===== src/rtl/byte_adder_sched.sv =====
// byte_adder_sched
//   Shared multi-cycle adder for two requesters. A round-robin arbiter picks
//   one operation, latches its operands and runs one 8-bit prefix-adder slice
//   over WIDTH/8 byte passes, chaining the carry. The result is returned with
//   a one-cycle pulse on the owning core's response valid.
// Ports:
//   clk, rst                         clock, synchronous active-high reset
//   reqN_valid/ready/a/b/sub         request handshake and operands (N = 0,1)
//   rspN_valid                       one-cycle result pulse for core N
//   rsp_sum, rsp_cout, rsp_ovf       shared result, held until the next result
//   busy                             an operation is in RUN or DONE
module byte_adder_sched #(
   parameter int WIDTH = 32
) (
   input  logic             clk,
   input  logic             rst,
   input  logic             req0_valid,
   output logic             req0_ready,
   input  logic [WIDTH-1:0] req0_a,
   input  logic [WIDTH-1:0] req0_b,
   input  logic             req0_sub,
   input  logic             req1_valid,
   output logic             req1_ready,
   input  logic [WIDTH-1:0] req1_a,
   input  logic [WIDTH-1:0] req1_b,
   input  logic             req1_sub,
   output logic             rsp0_valid,
   output logic             rsp1_valid,
   output logic [WIDTH-1:0] rsp_sum,
   output logic             rsp_cout,
   output logic             rsp_ovf,
   output logic             busy
);
   localparam int NB = WIDTH / 8;
   localparam int KW = (NB > 1) ? $clog2(NB) : 1;
   localparam logic [KW-1:0] KLAST = KW'(NB - 1);

   localparam logic [1:0] S_IDLE = 2'd0;
   localparam logic [1:0] S_RUN  = 2'd1;
   localparam logic [1:0] S_DONE = 2'd2;

   logic [1:0]          state;
   logic                last_grant;
   logic                owner;
   logic                carry;
   logic [KW-1:0]       k;
   logic [NB-1:0][7:0]  opa;
   logic [NB-1:0][7:0]  opb;
   logic [NB-1:0][7:0]  res;
   logic [NB-1:0][7:0]  res_nxt;
   logic [WIDTH-1:0]    sum_q;
   logic                cout_q;
   logic                ovf_q;

   logic accept, grant, hs;

   // ---------------- arbitration / handshake ----------------
   assign accept = ((state == S_IDLE) || (state == S_DONE)) && !rst;
   // Core 1 wins if it is alone, or if both are valid and core 0 went last.
   assign grant  = req1_valid && (!req0_valid || !last_grant);

   assign req0_ready = accept && !grant;
   assign req1_ready = accept &&  grant;
   assign hs = (req0_valid && req0_ready) || (req1_valid && req1_ready);

   // ---------------- 8-bit prefix slice (Kogge-Stone) ----------------
   logic [7:0] sa, sb, ss;
   logic [7:0] g0, p0, g1, p1, g2, p2, g3, p3;
   logic       sc;

   assign sa = opa[k];
   assign sb = opb[k];

   always_comb begin
      g0 = sa & sb;
      p0 = sa ^ sb;
      g1 = g0;
      p1 = p0;
      for (int i = 1; i < 8; i++) begin
         g1[i] = g0[i] | (p0[i] & g0[i-1]);
         p1[i] = p0[i] & p0[i-1];
      end
      g2 = g1;
      p2 = p1;
      for (int i = 2; i < 8; i++) begin
         g2[i] = g1[i] | (p1[i] & g1[i-2]);
         p2[i] = p1[i] & p1[i-2];
      end
      g3 = g2;
      p3 = p2;
      for (int i = 4; i < 8; i++) begin
         g3[i] = g2[i] | (p2[i] & g2[i-4]);
         p3[i] = p2[i] & p2[i-4];
      end
      // g3/p3[i] now span bits i..0; fold in the chained carry-in.
      ss    = '0;
      ss[0] = p0[0] ^ carry;
      for (int i = 1; i < 8; i++)
         ss[i] = p0[i] ^ (g3[i-1] | (p3[i-1] & carry));
      sc = g3[7] | (p3[7] & carry);
   end

   always_comb begin
      res_nxt    = res;
      res_nxt[k] = ss;
   end

   // ---------------- state ----------------
   always_ff @(posedge clk) begin
      if (rst) begin
         state      <= S_IDLE;
         last_grant <= 1'b1;
         owner      <= 1'b0;
         carry      <= 1'b0;
         k          <= '0;
         opa        <= '0;
         opb        <= '0;
         res        <= '0;
         sum_q      <= '0;
         cout_q     <= 1'b0;
         ovf_q      <= 1'b0;
      end else if (hs) begin
         // Subtract is A + ~B + 1: invert B here, carry-in supplies the +1.
         opa        <= grant ? req1_a : req0_a;
         opb        <= grant ? (req1_sub ? ~req1_b : req1_b)
                             : (req0_sub ? ~req0_b : req0_b);
         carry      <= grant ? req1_sub : req0_sub;
         owner      <= grant;
         last_grant <= grant;
         k          <= '0;
         state      <= S_RUN;
      end else begin
         case (state)
            S_RUN: begin
               res   <= res_nxt;
               carry <= sc;
               k     <= k + 1'b1;
               if (k == KLAST) begin
                  // Publish on the last pass so outputs are valid in DONE and
                  // stay put while the next operation runs.
                  state  <= S_DONE;
                  sum_q  <= res_nxt;
                  cout_q <= sc;
                  ovf_q  <= (opa[NB-1][7] == opb[NB-1][7]) &&
                            (ss[7] != opa[NB-1][7]);
               end
            end
            S_DONE:  state <= S_IDLE;
            default: state <= S_IDLE;
         endcase
      end
   end

   // ---------------- outputs ----------------
   assign rsp0_valid = (state == S_DONE) && !owner && !rst;
   assign rsp1_valid = (state == S_DONE) &&  owner && !rst;
   assign rsp_sum    = sum_q;
   assign rsp_cout   = cout_q;
   assign rsp_ovf    = ovf_q;
   assign busy       = (state == S_RUN) || (state == S_DONE);

endmodule


===== config.mk =====
export PLATFORM = sky130hd
export DESIGN_NAME = byte_adder_sched
export DESIGN_NICKNAME = d
export VERILOG_FILES = /design/src/rtl/byte_adder_sched.sv
export SDC_FILE = /design/constraint.sdc
export NUM_CORES = 1
export LEC_CHECK = 0
export CORE_UTILIZATION = 35
export CTS_CLUSTER_SIZE = 25
export DETAILED_ROUTE_END_ITERATION = 8
export PLACE_DENSITY = 0.57
export SYNTH_ARGS = -nofsm -noshare
export SYNTH_HDL_FRONTEND = slang
export SYNTH_SLANG_ARGS = --single-unit

===== constraint.sdc =====
create_clock -name clk -period 3.9 [get_ports clk]
set_clock_uncertainty 0.1 [all_clocks]
set_input_delay 0.39 -clock clk [delete_from_list [all_inputs] [get_ports clk]]
set_output_delay 0.39 -clock clk [all_outputs]
set_load 0.02 [all_outputs]

## Word level (Yosys, flattened, before mapping)

Index checks and enable logic that the tools add are counted.
Widths: inputs -> output; s select.

- Flip-flop bits (word level): 137
- Bits of input ports: 134
- Output and inout bits: 39
- Logic and storage cells: 155

- $add $sub $neg: 1
- $lt $le $gt $ge: 2
- Equal/unequal tests: 6
- Multiplexer cells: 17
- Bitwise logic cells: 81
- Reductions and logical operators: 27

Operators with widths:

| cell | number |
|---|---|
| $mux 32 | 4 |
| $not 32->32 | 2 |
| $and 1x1->1 | 42 |
| $bmux 8 s2 | 2 |
| $bwmux 32 | 1 |
| $or 1x1->1 | 25 |
| $mux 8 | 3 |
| $demux 8 s2 | 1 |
| $logic_and 1x1->1 | 12 |
| $and 8x8->8 | 1 |
| $xor 1x1->1 | 8 |
| $xor 8x8->8 | 1 |
| $mux 1 | 6 |
| $logic_not 1->1 | 5 |
| $eq 2x2->1 const B | 2 |
| $logic_or 1x1->1 | 4 |
| $lt 2x3->1 const B | 1 |
| $ne 3x3->1 const B | 1 |
| $reduce_and 3->1 | 1 |
| $reduce_or 3->1 | 1 |
| $add 2x1->2 const B | 1 |
| $eq 2x1->1 const B | 1 |
| $ge 2x1->1 const B | 1 |
| $logic_not 2->1 | 1 |
| other kinds (6) | 7 |

## Logic depth before layout (Yosys ltp)

- Depth after elaboration: 12
- Gate-level depth with buffers: 9
- Mapped depth without buffers: 7

## Least setup slack after synthesis

No wires, ideal clock.

- Kind: register to register
- From: register k[0]
- To: register ovf_q (netlist: rsp_ovf)
- Setup time: 62 ps
- Data arrival time: 2,912 ps
- Data required time: 3,738 ps
- Setup slack: 826 ps
- Stages on the path, launching flop included: 10
- Path buffers: 2
- Period minus slack after synthesis: 3,074 ps
- Path through: dfxtp_1 > buf_2 > buf_2 > mux4_2 > ha_1 > nand4_1 > o22ai_1 > mux2_2 > or3_1 > nand3_1

- Longest elaborated chain between the ends: 12
- Elaborated cells on any way between the ends: 31
- Classes of those cells: eq/ne (2); mux (4); bitwise (23); reduce/logical (2)

RTL lines:

| item | RTL line | RTL |
|---|---|---|
| start, declared | 46 | `logic [KW-1:0] k;` |
| start signal, assigned | 137 | `k <= k + 1'b1;` |
| $bmux 8 s2, on equally long branches | 71, 72 |  |
| $mux 8, on equally long branches | 71, 72 |  |
| $xor 8x8->8 or $and 8x8->8 (tied branches) | 76, 75 |  |
| $and 1x1->1, on equally long branches | 80, 81 |  |
| $or 1x1->1 or $and 1x1->1 (tied branches) | 80, 86 |  |
| $and 1x1->1 or $or 1x1->1 (tied branches) | 86 | `g2[i] = g1[i] \| (p1[i] & g1[i-2]);` |
| $or 1x1->1 or $and 1x1->1 (tied branches) | 86, 92 |  |
| $or 1x1->1 | 92 | `g3[i] = g2[i] \| (p2[i] & g2[i-4]);` |
| $or 1x1->1 | 99 | `ss[i] = p0[i] ^ (g3[i-1] \| (p3[i-1] & carry));` |
| $xor 1x1->1 | 99 |  |
| $ne 1x1->1 | 145 | `(ss[7] != opa[NB-1][7]);` |
| $logic_and 1x1->1 | 144 | `ovf_q <= (opa[NB-1][7] == opb[NB-1][7]) &&` |
| end signal, assigned | 144 |  |
| end, declared | 53 | `logic ovf_q;` |

Several ways; a longest one is shown, not always the timed one. The select of a mux whose other input is x is not followed.
A chain may end at the register's enable or synchronous reset.

## Worst setup path after layout

Ends and elaborated chain as after synthesis.

==> impl_metrics.csv <==
group,metric,value,unit
sta,fin_tns_setup,0,ps
place,io_buffers,172,
outcome,status,"complete, no violations",
power_and_ir_drop,p_leak,3.38,nW
critical_path,cp-start-kind,"flop",
critical_path,crit_start,"k[0]",
critical_path,worst_ep_arrival_time,3380,ps
drt,vias_per_cell,5.02,
die,io_pins,173,
min_path,hold_path.class,"flop to flop",
sta,worst_pin_slew,926,ps
cts,cts_setup_buffers,0,
finish,nFillCells,1893,
cts,cts_root_buffer,"clkbuf_16",
global_routing,grt_start_max_net_pins,108,
finish,drive_gt1_share,11.2,%
drt,route.detailed.drc,0,
synthesis,synth_area_per_cell,8.98,um^2
finish,stdcell_area,0.00926,mm^2
place,dp_hpwl,12400,um
cts,cts.htree.levels,4,
min_path,min-delay-start,"rsp_sum[24]",
cts,cts_tree,"built",
global_routing,top_usage_layer,"met2",
sta,hold_violations,0,
finish,area_growth,35.8,%
global_routing,use_met3,3.48,%
sta,setup_viol,0,
power_and_ir_drop,ir_drop,0.274,mV
cts,cts-buffers-inserted,17,
synthesis,ys.flop_type,"dfxtp_1",
cts,cts_resized,0,
critical_path,worstPathRequired,4150,ps
global_routing,track_usage,17.9,%
synthesis,yosys_warnings,0,
synthesis,yosysMostFrequentCell,"dfxtp_1",
die,die_w,142,um
sta,slew_violations,0,
finish,final_util,49.0,%
die,coreArea,0.0189,mm^2
sta,rsz0062_at_grt,"false",
global_routing,met1_usage,22.9,%
global_routing,grt_pass1_wl,28100,um
drt,wl_per_cell,15.1,um
sta,max_freq,319,MHz
synthesis,syn_area,0.00682,mm^2
die,die_h,142,um
place,routabilityCongestion,0.804,
finish,finalNetCount,1039,
cts,clkTransAtPathRegs,60,ps
global_routing,use_met2,30.2,%
drt,drt-pass1-iter-count,4,
sta,period_minus_slack,3130,ps
drt,drt_iter0_markers,292,
synthesis,syn_nets,909,
critical_path,reg2reg_from,"k[0]",
finish,seqCellArea,0.00258,mm^2
finish,multi_input_area,0.00387,mm^2
power_and_ir_drop,powerDensity,435,mW/mm^2
synthesis,synthCells,759,
power_and_ir_drop,fin_total_pwr,4.03,mW
finish,antenna_cells,0,
synthesis,yosysTopAreaCell,"dfxtp_1",
die,die_area,0.0200,mm^2
synthesis,ys_seq_area_share,37.9,%
synthesis,yosys-top-cells-count,"129 x dfxtp_1, 88 x nor2_1, 58 x a21oi_1",
die,rows,50,
synthesis,synth_top_area_share,37.9,%
finish,instances_no_fill,1162,
die,floorplan.initialDensity,36.1,%
cts,cts_hold_buf,0,
place,dp.cells,1130,
cts,max-clock-path-buffers,2,
sta,slew_headroom,38.3,%
sta,fin_ws,768,ps
synthesis,synthTopCellsByArea,"dfxtp_1 38%, mux2i_1 6.8%, mux4_2 5.3%",
critical_path,path_class,"flop to flop",
drt,vias,5830,
critical_path,cp_max_fo,18,
synthesis,synth_edf_count,0,
synthesis,async_flop_share,0,%
sta,period_share,80.3,%
place,place_area,0.00861,mm^2
cts,cts.sinks,129,
drt,ant_nets,0,
synthesis,synth-seq-cells,129,
sta,whs,351,ps
global_routing,antenna_found_initial,0,
synthesis,ys_types,48,
drt,wirelength,17600,um
cts,clock_latency,410,ps
global_routing,grt_overflow,0,
global_routing,grt_pass1_vias,5422,
job,maxCapViolations,0,
place,place_ws,770,ps
critical_path,critPathCaptureType,"flop",
cell families (layout without fill, tap and decap cells):
kind of cell    count (synthesis)  count (layout)  synth area share (%)
mux                            63              63                  12.2
xor+xnor                       69              69                  8.87
flops                         129             129                  37.9
buf+inv                        78             221                  5.58
fa+ha+maj                      16              16                  3.05
simple gates                  201             201                  13.7
compound gates                203             203                  18.7
final timing paths:
| path | endpoint | slack, ps | cells past startpoint |
|---|---|---|---|
| max | rsp_ovf | 770 | 8 |
| min | rsp_sum[24] | 350 | 2 |
| max reg2reg | rsp_ovf | 770 | 8 |
| min reg2reg | rsp_sum[24] | 350 | 2 |
critical path, cell delays in order (launching register included):
cell and delay [ps]:
dfxtp_1 350, buf_4 330, mux4_2 570, ha_1 400
nand4_1 110, o22ai_1 290, mux2_2 460, or3_1 360
nand3_1 80
power breakdown:
| part | total [mW] | internal [mW] | switching [mW] |
|---|---|---|---|
| logic | 0.824 | 0.391 | 0.433 |
| registers | 1.48 | 1.42 | 0.0655 |
| clock network | 1.72 | 1.14 | 0.584 |
| total | 4.03 | 2.94 | 1.08 |
final cells by class:
cell class | count | area share (%)
Tap cell | 260 | 3.51
Timing Repair Buffer | 182 | 19.6
Multi-Input combinational cell | 552 | 41.8
Inverter | 7 | 0.297
Clock buffer | 19 | 4.68
Sequential cell | 129 | 27.9
Clock inverter | 13 | 2.27
per-layer routing:
| layer | share of wire [%] | vias to the layer above |
|---|---|---|
| met5 | 0 | - |
| met4 | 1.2 | 0 |
| met3 | 3.6 | 14 |
| met2 | 51 | 131 |
| met1 | 45 | 2705 |
| li1 | - | 2980 |
layout by cell type, fill, tap and decap left out, types with 2 or more instances in the layout:
cell               n
a211oi_1          10
a21oi_1           58
a31o_2            33
a31oi_1           16
and3_1             3
and3_4             2
buf_12             2
buf_2              2
buf_4              8
bufinv_16          5
clkbuf_1           2
clkbuf_16         17
clkdlybuf4s50_1  170
clkinv_2           3
clkinv_4           3
clkinvlp_4         2
dfxtp_1          129
ha_1              15
inv_1              6
mux2i_1           46
mux4_2            16
nand2_1           32
nand2b_1           4
nand3_1           45
nor2_1            88
nor2b_1            4
nor3_1             4
nor4b_1           12
o211ai_1           2
o21a_1             3
o21ai_0           53
o22ai_1           17
xnor2_1           34
xor2_1            35
sequential cells by signal, indices dropped and copies added, names as in the netlist:
name and flops:
opb 32, opa 32, owner 1, state 2
carry 1, rsp_sum 32, k 2, last_grant 1
rsp_cout 1, rsp_ovf 1, res 24
Power figures use the tool's default switching activity.
